**config.mk**
```make
export PLATFORM = sky130hd
export DESIGN_NAME = alarm_clock
export DESIGN_NICKNAME = d
export VERILOG_FILES = /design/src/rtl/clock_pkg.sv /design/src/rtl/button_debounce.sv /design/src/rtl/alarm_clock.sv
export SDC_FILE = /design/constraint.sdc
export NUM_CORES = 1
export LEC_CHECK = 0
export ABC_AREA = 1
export BUFFER_PORTS_ARGS = -buffer_cell sky130_fd_sc_hd__clkbuf_2
export CORE_MARGIN = 8
export CORE_UTILIZATION = 55
export CTS_CLUSTER_DIAMETER = 80
export CTS_CLUSTER_SIZE = 14
export DETAILED_ROUTE_END_ITERATION = 7
export PLACE_DENSITY = 0.83
export SKIP_LAST_GASP = 1
export SLEW_MARGIN = 20
export SYNTH_ARGS = -nofsm -noshare
export SYNTH_HDL_FRONTEND = slang
export SYNTH_SLANG_ARGS = --single-unit
```
**constraint.sdc**
```tcl
create_clock -name clk -period 3.38 [get_ports clk]
set_input_delay 0 -clock clk [delete_from_list [all_inputs] [get_ports clk]]
set_output_delay 0 -clock clk [all_outputs]
set_load 0.005 [all_outputs]
```
**src/rtl/clock_pkg.sv**
```systemverilog
// Shared types and seven-segment helpers for the alarm clock.
package clock_pkg;

  typedef enum logic {
    ST_IDLE    = 1'b0,
    ST_RINGING = 1'b1
  } alarm_state_e;

  // Active-low segment patterns, bit0 = a ... bit6 = g
  localparam logic [6:0] SEG_0     = 7'h40;
  localparam logic [6:0] SEG_1     = 7'h79;
  localparam logic [6:0] SEG_2     = 7'h24;
  localparam logic [6:0] SEG_3     = 7'h30;
  localparam logic [6:0] SEG_4     = 7'h19;
  localparam logic [6:0] SEG_5     = 7'h12;
  localparam logic [6:0] SEG_6     = 7'h02;
  localparam logic [6:0] SEG_7     = 7'h78;
  localparam logic [6:0] SEG_8     = 7'h00;
  localparam logic [6:0] SEG_9     = 7'h10;
  localparam logic [6:0] SEG_BLANK = 7'h7F;

  function automatic logic [6:0] seg_decode(input logic [3:0] digit);
    case (digit)
      4'd0:    return SEG_0;
      4'd1:    return SEG_1;
      4'd2:    return SEG_2;
      4'd3:    return SEG_3;
      4'd4:    return SEG_4;
      4'd5:    return SEG_5;
      4'd6:    return SEG_6;
      4'd7:    return SEG_7;
      4'd8:    return SEG_8;
      4'd9:    return SEG_9;
      default: return SEG_BLANK;
    endcase
  endfunction

  // Maps the internal 0..23 hour to what the display shows.
  function automatic logic [4:0] display_hour(input logic [4:0] hour, input logic hour_12);
    if (!hour_12)      return hour;
    if (hour == 5'd0)  return 5'd12;
    if (hour > 5'd12)  return hour - 5'd12;
    return hour;
  endfunction

endpackage

```
**src/rtl/button_debounce.sv**
```systemverilog
// Two-flop synchroniser, level debouncer and rising-edge press pulse.
module button_debounce
  import clock_pkg::*;
#(
  parameter int DEBOUNCE_CYCLES = 1000
) (
  input  logic clk,
  input  logic rst_n,
  input  logic btn,
  output logic press
);

  localparam int CW = (DEBOUNCE_CYCLES > 1) ? $clog2(DEBOUNCE_CYCLES + 1) : 1;

  logic          sync1_q, sync2_q;
  logic          level_q, level_d;
  logic [CW-1:0] cnt_q, cnt_d;
  logic          press_q, press_d;

  // Synchroniser chain for the asynchronous button input
  always_ff @(posedge clk or negedge rst_n) begin
    if (!rst_n) begin
      sync1_q <= 1'b0;
      sync2_q <= 1'b0;
    end else begin
      sync1_q <= btn;
      sync2_q <= sync1_q;
    end
  end

  // Accept a new level only after a full run of identical differing samples
  always_comb begin
    level_d = level_q;
    cnt_d   = '0;
    press_d = 1'b0;
    if (sync2_q != level_q) begin
      if (cnt_q == CW'(DEBOUNCE_CYCLES - 1)) begin
        level_d = sync2_q;
        press_d = sync2_q;
      end else begin
        cnt_d = cnt_q + 1'b1;
      end
    end
  end

  // Debouncer state registers
  always_ff @(posedge clk or negedge rst_n) begin
    if (!rst_n) begin
      level_q <= 1'b0;
      cnt_q   <= '0;
      press_q <= 1'b0;
    end else begin
      level_q <= level_d;
      cnt_q   <= cnt_d;
      press_q <= press_d;
    end
  end

  assign press = press_q;

endmodule

```
**src/rtl/alarm_clock.sv**
```systemverilog
// Digital clock with button time setting, alarm and seven-segment display.
module alarm_clock
  import clock_pkg::*;
#(
  parameter int CLK_HZ          = 50_000_000,
  parameter int TICK_DIV        = CLK_HZ,
  parameter int DEBOUNCE_CYCLES = 1000,
  parameter int HOUR_12         = 0,
  parameter int RING_SECONDS    = 60
) (
  input  logic       clk,
  input  logic       rst_n,
  input  logic       SW_0,
  input  logic       SW_1,
  input  logic       SW_2,
  input  logic       button_C,
  input  logic       button_M,
  input  logic       button_H,
  output logic [6:0] seg0,
  output logic [6:0] seg1,
  output logic [6:0] seg2,
  output logic [6:0] seg3,
  output logic [6:0] seg4,
  output logic [6:0] seg5,
  output logic [7:0] LED
);

  localparam int  PW     = (TICK_DIV > 1) ? $clog2(TICK_DIV) : 1;
  localparam int  RW     = (RING_SECONDS > 1) ? $clog2(RING_SECONDS + 1) : 1;
  localparam bit  H12    = (HOUR_12 != 0);
  // Reset display: hour 0 reads "12" in 12-hour mode
  localparam logic [6:0] RST_SEG5 = H12 ? SEG_1 : SEG_0;
  localparam logic [6:0] RST_SEG4 = H12 ? SEG_2 : SEG_0;

  logic [2:0]    btn_raw, press;
  logic [PW-1:0] presc_q, presc_d;
  logic [5:0]    sec_q, sec_d, min_q, min_d, alm_min_q, alm_min_d;
  logic [4:0]    hour_q, hour_d, alm_hour_q, alm_hour_d;
  alarm_state_e  state_q, state_d;
  logic [RW-1:0] ring_cnt_q, ring_cnt_d;
  logic [7:0]    led_q, led_d;
  logic [6:0]    seg_q [6];
  logic [6:0]    seg_d [6];

  logic       tick, ringing, any_press;
  logic       do_c, do_m, do_h;
  logic       sec_carry, min_carry;
  logic [6:0] min_sum;
  logic [5:0] hour_sum;
  logic [4:0] show_hour;
  logic [5:0] show_min;

  assign btn_raw = {button_H, button_M, button_C};

  genvar gi;
  generate
    for (gi = 0; gi < 3; gi++) begin : g_btn
      button_debounce #(.DEBOUNCE_CYCLES(DEBOUNCE_CYCLES)) u_deb (
        .clk   (clk),
        .rst_n (rst_n),
        .btn   (btn_raw[gi]),
        .press (press[gi])
      );
    end
  endgenerate

  assign tick      = SW_0 && (presc_q == PW'(TICK_DIV - 1));
  assign ringing   = (state_q == ST_RINGING);
  assign any_press = |press;
  // A press that dismisses the alarm is swallowed
  assign do_c      = press[0] & ~ringing;
  assign do_m      = press[1] & ~ringing;
  assign do_h      = press[2] & ~ringing;

  // Prescaler, time counters and alarm setting; clear wins over everything
  always_comb begin
    presc_d    = presc_q;
    alm_min_d  = alm_min_q;
    alm_hour_d = alm_hour_q;
    if (SW_0) presc_d = tick ? '0 : presc_q + 1'b1;

    sec_carry = tick && (sec_q == 6'd59);
    min_carry = sec_carry && (min_q == 6'd59);
    sec_d     = tick ? (sec_carry ? 6'd0 : sec_q + 6'd1) : sec_q;

    min_sum  = 7'(min_q) + 7'(sec_carry) + 7'(do_m & ~SW_1);
    min_d    = (min_sum >= 7'd60) ? 6'(min_sum - 7'd60) : 6'(min_sum);
    hour_sum = 6'(hour_q) + 6'(min_carry) + 6'(do_h & ~SW_1);
    hour_d   = (hour_sum >= 6'd24) ? 5'(hour_sum - 6'd24) : 5'(hour_sum);

    if (do_m && SW_1) alm_min_d  = (alm_min_q == 6'd59) ? 6'd0 : alm_min_q + 6'd1;
    if (do_h && SW_1) alm_hour_d = (alm_hour_q == 5'd23) ? 5'd0 : alm_hour_q + 5'd1;

    if (do_c) begin
      presc_d = '0;
      sec_d   = '0;
      min_d   = '0;
      hour_d  = '0;
    end
  end

  // Alarm FSM: ring on a tick landing on hh:mm:00, stop on timeout, disarm or press
  always_comb begin
    state_d    = state_q;
    ring_cnt_d = ring_cnt_q;
    case (state_q)
      ST_IDLE: begin
        if (SW_2 && tick && !do_c && sec_d == 6'd0 &&
            min_d == alm_min_q && hour_d == alm_hour_q) begin
          state_d    = ST_RINGING;
          ring_cnt_d = '0;
        end
      end
      ST_RINGING: begin
        if (!SW_2 || any_press) begin
          state_d = ST_IDLE;
        end else if (tick) begin
          if (ring_cnt_q == RW'(RING_SECONDS - 1)) state_d = ST_IDLE;
          else ring_cnt_d = ring_cnt_q + 1'b1;
        end
      end
      default: state_d = ST_IDLE;
    endcase
  end

  // Status LEDs and display digits, registered from the current count
  always_comb begin
    if (ringing) led_d = sec_q[0] ? 8'h00 : 8'hFF;
    else led_d = {4'b0000, H12 && (hour_q >= 5'd12), SW_1, SW_2, SW_0};

    show_hour = display_hour(SW_1 ? alm_hour_q : hour_q, H12);
    show_min  = SW_1 ? alm_min_q : min_q;
    seg_d[5]  = seg_decode(4'(show_hour / 5'd10));
    seg_d[4]  = seg_decode(4'(show_hour % 5'd10));
    seg_d[3]  = seg_decode(4'(show_min / 6'd10));
    seg_d[2]  = seg_decode(4'(show_min % 6'd10));
    seg_d[1]  = SW_1 ? SEG_BLANK : seg_decode(4'(sec_q / 6'd10));
    seg_d[0]  = SW_1 ? SEG_BLANK : seg_decode(4'(sec_q % 6'd10));
  end

  // State registers
  always_ff @(posedge clk or negedge rst_n) begin
    if (!rst_n) begin
      presc_q    <= '0;
      sec_q      <= '0;
      min_q      <= '0;
      hour_q     <= '0;
      alm_min_q  <= '0;
      alm_hour_q <= '0;
      state_q    <= ST_IDLE;
      ring_cnt_q <= '0;
      led_q      <= 8'h00;
      seg_q[0]   <= SEG_0;
      seg_q[1]   <= SEG_0;
      seg_q[2]   <= SEG_0;
      seg_q[3]   <= SEG_0;
      seg_q[4]   <= RST_SEG4;
      seg_q[5]   <= RST_SEG5;
    end else begin
      presc_q    <= presc_d;
      sec_q      <= sec_d;
      min_q      <= min_d;
      hour_q     <= hour_d;
      alm_min_q  <= alm_min_d;
      alm_hour_q <= alm_hour_d;
      state_q    <= state_d;
      ring_cnt_q <= ring_cnt_d;
      led_q      <= led_d;
      seg_q      <= seg_d;
    end
  end

  assign seg0 = seg_q[0];
  assign seg1 = seg_q[1];
  assign seg2 = seg_q[2];
  assign seg3 = seg_q[3];
  assign seg4 = seg_q[4];
  assign seg5 = seg_q[5];
  assign LED  = led_q;

endmodule

```
==> results of run 1 <==
power groups by stage:
stage	clock, mW	sequential [mW]	combinational (mW)
after floorplan	0	2.05	0.456
after global placement	0	2.03	0.776
after detailed placement	0	2.03	0.799
final	1.90	2.01	0.931
after CTS	1.92	2.01	0.880
after global routing	1.99	2.03	1.03
critical path: stages (launching register included):
cell and delay [ns]:
dfrtp_1 0.35, ha_2 0.21, nand2_4 0.06, nor2_4 0.11
nand2_2 0.08, nor4_4 0.25, nand4_1 0.21, nor3_2 0.19
fa_1 0.22, ha_1 0.17, nand2_1 0.10, nand3_1 0.15
nand2_1 0.08, nand2_1 0.08, nand2_1 0.06, nor2_1 0.15
nand3_1 0.11, nor2_1 0.11, nand3_1 0.13, nor3_1 0.26
nand2_2 0.12, buf_4 0.15, buf_4 0.12, nand2_1 0.05
o21a_1 0.12
through the flow:
stage | setup WS [ns] | area, µm²
floorplan | 0.0369 | 8550
global placement | -0.128 | 9430
detailed placement | -0.323 | 9430
CTS | -0.127 | 10400
global route | -0.610 | 10600
finish | -0.356 | 10600
repair_timing:
item / in CTS / in global routing
setup endpoints to repair: 7 / 10
hold buffers: 5 / 0
resized for setup: 37 / 43
endpoints found under the hold margin: 99 / 0
setup buffers: 35 / 11
pin swaps: 31 / 26
worst max path at each step:
stage / start / end / cells after the start
global route: presc_q[1]$_DFFE_PN0P_ / ring_cnt_q[2]$_DFFE_PN0P_ / 24
detailed placement: presc_q[0]$_DFFE_PN0P_ / ring_cnt_q[0]$_DFFE_PN0P_ / 29
global placement: presc_q[0]$_DFFE_PN0P_ / ring_cnt_q[4]$_DFFE_PN0P_ / 27
finish: presc_q[1]$_DFFE_PN0P_ / ringing$_DFF_PN0_ / 24
CTS: presc_q[14]$_DFFE_PN0P_ / ring_cnt_q[3]$_DFFE_PN0P_ / 24
floorplan: presc_q[0]$_DFFE_PN0P_ / ring_cnt_q[0]$_DFFE_PN0P_ / 28
cells by family after synthesis:
logic type,count (synthesis)
buffers and inverters,186
xor gates and xnor gates,34
other,1
and+or+nand+nor,529
muxes,1
DFF,147
AOI/OAI and AO/OA,113
adders and majority gates,52
routing by layer:
layer,vias up,wire length [µm]
li1,3729,-
met1,3644,8350
met2,282,10200
met3,79,1200
met4,0,756
met5,-,0
registers in the layout (all words and copies together), names as in the netlist:
register and count:
g_btn.u_deb.level_q 3, g_btn.u_deb.cnt_q 30, ring_cnt_q 6, seg3 7, min_q 6, g_btn.u_deb.sync2_q 3, alm_hour_q 5, seg1 7
hour_q 5, ringing 1, g_btn.u_deb.press 3, g_btn.u_deb.sync1_q 3, sec_q 6, seg4 7, alm_min_q 6, seg0 7
seg5 5, presc_q 26, seg2 7, LED 4
cell usage after synthesis (7+ instances only):
library cell	instances	area, µm²
ha_1	50	626
dfrtp_1	141	3530
nand3_1	86	430
xor2_1	29	254
nand4_1	23	144
o21ai_2	7	61.3
inv_2	9	33.8
nor3_1	44	220
a21oi_1	33	165
o21ai_0	36	180
inv_1	160	601
nand2_2	17	106
nand2_1	230	863
o21ai_1	10	50.1
nor2_1	102	383
layout make-up:
type | count | area (µm²) | share of cell area, %
flip-flops and latches | 147 | 3690 | 34.7
repair buffers | 158 | 1110 | 10.5
well taps | 188 | 235 | 2.21
clock inverters | 11 | 135 | 1.27
multi-input cells | 730 | 4350 | 41.0
inverters | 171 | 644 | 6.07
clock buffers | 20 | 457 | 4.30
==> flow_metrics.tcl, run 1 <==
set metrics [dict create \
    io_buffers 56 \
    crit_type "reg -> reg" \
    synthArstFlopShare_pct 100 \
    synthCells 1063 \
    coreArea_mm2 0.0152 \
    grtUsageMet1_pct 23.4 \
    die_x_um 141 \
    p_comb_share_pct 19.2 \
    diodes 0 \
    top_usage_layer "met2" \
    synth_adder_area_share_pct 7.79 \
    num_io_pins 58 \
    p_seq_share_pct 41.6 \
    synth_xor_area_share_pct 4.01 \
    cp.arrival_ns 4.10 \
    drtPass1Iterations 6 \
    holdCritStartpoint "SW_2" \
    path_clk_slew_ns 0.06 \
    synthFlopType "dfrtp_1" \
    route.detailed.drc 0 \
    layout-drive-gt1-share_pct 23.6 \
    wl_per_cell_um 14.4 \
    clock_skew_ns 0.0129 \
    fmax_mhz 268 \
    ys_warn_count 0 \
    synth.avg_cell_area_um2 8.04 \
    cts_buffer_depth 2 \
    end_kind "flop" \
    rrSetupSlack_ns -0.36 \
    cp_max_fo 2 \
    rr_startpoint "presc_q[1]$_DFFE_PN0P_" \
    power_mw 4.85 \
    synth_simple_gate_area_share_pct 27.8 \
    power_density_mw_per_mm2 456 \
    fp.dieH_um 141 \
    dp_hpwl_mm 13.0 \
    grt_max_degree 97 \
    reg2regPathDepth 24 \
    p_sw_share_pct 27.4 \
    slew_headroom_pct 42.5 \
    cap_violations 0 \
    die_area_mm2 0.0198 \
    final_max_slew_viol_count 0 \
    ys_seq_area_share_pct 43.1 \
    grt_usage_pct 20.2 \
    synth_seq_cells 147 \
    vias_per_cell 5.43 \
    synth_top_family_by_area "simple AND/OR/NAND/NOR gates" \
    setup_slack_ns -0.356 \
    p_sw_mw 1.33 \
    intPower_mw 3.52 \
    status "finished, violations left" \
    cp-start-kind "flop" \
    violations "negative setup slack" \
    ir_worst_vdd_mv 0.364 \
    tritoncts "built" \
    grt_pass1_vias 7402 \
    min_to "LED[1]$_DFF_PN0_" \
    synth.area.mux_share_pct 0.264 \
    final_cell_mix "nand2_1, inv_1, dfrtp_1" \
    synth_compound_area_share_pct 8.17 \
    cts_root_buffer "clkbuf_16" \
    rows 45 \
    min_period_over_period_pct 111 \
    antenna_found_initial 0 \
    n_fill_cell 1051 \
    htreeDepth 4 \
    period_needed_ns 3.74 \
    hold_ws_ns 0.0684 \
    clock_sinks 147 \
    holdCritPathClass "in -> reg" \
    drt_iter0_markers 668 \
    final_cells 1425 \
    r2r_end "ringing$_DFF_PN0_" \
    hold_violations 0 \
    gr-total-overflow 0 \
    power_leakage_nw 5.47 \
    utilization_pct 69.9 \
    synth.net_count 1123 \
    antenna_left 0 \
    crit_required_ns 3.74 \
    synth.distinct_cells 52 \
    synthToLayoutAreaGrowth_pct 24.3 \
    use_met3_pct 4.36 \
    num_vias 7734 \
    syn_area_mm2 0.00855 \
    grtUsageMet2_pct 34.5 \
    holdPathStages 3 \
    clkLatencyLatePin_ns 0.43 \
    synth-edff-count 0 \
    cts_buffers 17 \
    gp_congestion 0.934 \
    grt_first_pass_wirelength_mm 33.1 \
    fin_tns_setup_ns -2.46 \
    finalSetupViolCount 8 \
    rsz0062_at_grt "true" \
    final_nets 1285 \
    worstMarginPinSlew_ns 0.862 \
    dp.cells 1353 \
    layout_commonest_cell "nand2_1" \
    clockPowerShare_pct 39.2 \
    start_util_pct 56.2 \
    drt_wl_total_mm 20.5 \
]
Power figures use the tool's default switching activity.
==> inputs of run 2 (changes only) <==
--- a/config.mk
+++ b/config.mk
@@ -12,6 +12,7 @@
 export CTS_CLUSTER_DIAMETER = 80
 export CTS_CLUSTER_SIZE = 14
 export DETAILED_ROUTE_END_ITERATION = 7
+export HOLD_SLACK_MARGIN = 0.12
 export PLACE_DENSITY = 0.83
 export SKIP_LAST_GASP = 1
 export SLEW_MARGIN = 20
==> run 2 against run 1 <==
  * The flow still finishes with violations (negative setup slack)
  * Hold slack better by 0.15 ns
  * Fmax up 0.22%
  * Routed wire length decreased by 0.18%
  * Count of clock-buffer cells in the layout is the same
  * Highest routed layer unchanged
==> flow_metrics.tcl, run 2 (synthesis gave the netlist of run 1 again) <==
set metrics [dict create \
    final_cell_mix "nand2_1, inv_1, dfrtp_1" \
    dp_hpwl_mm 13.0 \
    layout_commonest_cell "nand2_1" \
    grt_pass1_vias 7408 \
    htreeDepth 4 \
    coreArea_mm2 0.0152 \
    post_dp_cell_area_mm2 0.00943 \
    power_leakage_nw 5.48 \
    fin_area_mm2 0.0106 \
    clkLatencyLatePin_ns 0.44 \
    diodes 0 \
    cp.arrival_ns 4.09 \
    num_vias 7699 \
    rsz0062_at_grt "true" \
    cp-start-kind "flop" \
    clock_sinks 147 \
    drt_iter0_markers 671 \
    tritoncts "built" \
    min_period_over_period_pct 110 \
    final_nets 1286 \
    antenna_left 0 \
    cap_violations 0 \
    rr_startpoint "presc_q[1]$_DFFE_PN0P_" \
    rrSetupSlack_ns -0.35 \
    power_density_mw_per_mm2 457 \
    antenna_found_initial 0 \
    grt_first_pass_wirelength_mm 33.1 \
    cts_buffer_depth 2 \
    p_sw_share_pct 27.5 \
    cts_root_buffer "clkbuf_16" \
    fp.dieH_um 141 \
    utilization_pct 69.9 \
    ir_worst_vdd_mv 0.366 \
    crit_required_ns 3.75 \
    grt_usage_pct 20.2 \
    slew_headroom_pct 42.4 \
    vias_per_cell 5.40 \
    layout-drive-gt1-share_pct 23.6 \
    drt_wl_total_mm 20.5 \
    route.detailed.drc 0 \
    io_buffers 56 \
    path_clk_slew_ns 0.06 \
    p_seq_share_pct 41.5 \
    end_kind "flop" \
    intPower_mw 3.52 \
    cp_max_fo 2 \
    startpoint "presc_q[1]$_DFFE_PN0P_" \
    max_flop_register "g_btn.u_deb.cnt_q" \
    holdCritStartpoint "button_C" \
    synthToLayoutAreaGrowth_pct 24.4 \
    gp_congestion 0.934 \
    clock_skew_ns 0.0151 \
    holdCritPathClass "in -> reg" \
    clockPowerShare_pct 39.3 \
    finalSetupViolCount 8 \
    power_mw 4.85 \
    drtPass1Iterations 6 \
    crit_type "reg -> reg" \
    violations "negative setup slack" \
    setup_slack_ns -0.348 \
    fmax_mhz 268 \
    final_max_slew_viol_count 0 \
    period_needed_ns 3.73 \
    die_x_um 141 \
    area.sequential_mm2 0.00369 \
    n_fill_cell 1050 \
    grt_max_degree 97 \
    rows 45 \
    multi_input_area_mm2 0.00435 \
    die_area_mm2 0.0198 \
    status "finished, violations left" \
    reg2regPathDepth 21 \
    p_sw_mw 1.33 \
    top_regs "g_btn.u_deb.cnt_q: 30 flops, presc_q: 26 flops" \
    worstMarginPinSlew_ns 0.865 \
    p_comb_share_pct 19.2 \
    largest_register_ffs 30 \
    hold_violations 0 \
    start_util_pct 56.2 \
    num_io_pins 58 \
    gr-total-overflow 0 \
    cts_buffers 17 \
    wl_per_cell_um 14.4 \
    holdPathStages 2 \
]
[run 2: changes by cell type in the layout (fill, tap and decap cells not counted)]
cell           delta
dlygate4sd3_1     +1
[run 2: worst paths after layout]
| check | end |
|---|---|
| hold reg to reg | g_btn[0].u_deb.sync2_q$_DFF_PN0_ |
| hold / removal | g_btn[0].u_deb.sync1_q$_DFF_PN0_ |
| max in group asynchronous | seg4[6]$_DFF_PN1_ |
| setup reg to reg | ringing$_DFF_PN0_ |
| setup / recovery | ringing$_DFF_PN0_ |
| min in group asynchronous | presc_q[20]$_DFFE_PN0P_ |
[run 2: metrics by stage]
| stage | hold WS [ns] | std cells | TNS (ns) | setup slack, ns |
|---|---|---|---|---|
| floorplan | -0.296 | 1063 | 0 | 0.0369 |
| global route | 0.219 | 1426 | -4.45 | -0.610 |
| CTS | 0.199 | 1423 | -0.897 | -0.127 |
| global placement | 0.110 | 1353 | -0.750 | -0.128 |
| finish | 0.215 | 1426 | -2.39 | -0.348 |
| detailed placement | 0.111 | 1353 | -2.09 | -0.323 |
[run 2: routing by layer]
metal  vias up  part of all wire (%)  track usage, %
met1      3615                    41            23.4
met4         0                   3.5            10.9
met3        70                   5.9            4.36
met5         -                     0               0
li1       3732                     -               -
met2       282                    50            34.5
[run 2: cell type report]
| cell class | instances | area share [%] |
|---|---|---|
| clock buffer | 20 | 4.30 |
| clock inverter | 11 | 1.27 |
| inverter | 171 | 6.06 |
| multi-input combinational | 730 | 40.9 |
| sequential | 147 | 34.7 |
| tap | 188 | 2.21 |
| timing repair buffer | 159 | 10.5 |
[run 2: what timing repair did]
item | CTS | global route
pin swaps | 31 | 26
setup endpoints to repair | 7 | 10
endpoints found under the hold margin | 110 | 0
hold buffers | 6 | 0
resized for setup | 37 | 43
buffers inserted | 35 | 11
[run 2: critical path, stage by stage, from the launching register on]
cell,delay (ns)
dfrtp_1,0.35
ha_2,0.21
nand2_4,0.06
nor2_4,0.11
nand2_2,0.08
nor4_4,0.25
nand4_1,0.21
nor3_2,0.19
fa_1,0.22
ha_1,0.17
inv_1,0.06
nor2_1,0.12
xor2_1,0.22
nand3_1,0.18
xor2_1,0.23
nand3_1,0.16
nor3_1,0.26
nand2_2,0.12
buf_4,0.15
buf_4,0.12
nand2_1,0.05
o21a_1,0.12
[run 2: power groups by stage]
stage / combinational, mW / sequential [mW] / clock (mW)
after global placement: 0.776 / 2.03 / 0
after global routing: 1.03 / 2.03 / 1.99
after CTS: 0.881 / 2.01 / 1.92
after detailed placement: 0.799 / 2.03 / 0
final: 0.930 / 2.02 / 1.91
after floorplan: 0.456 / 2.05 / 0
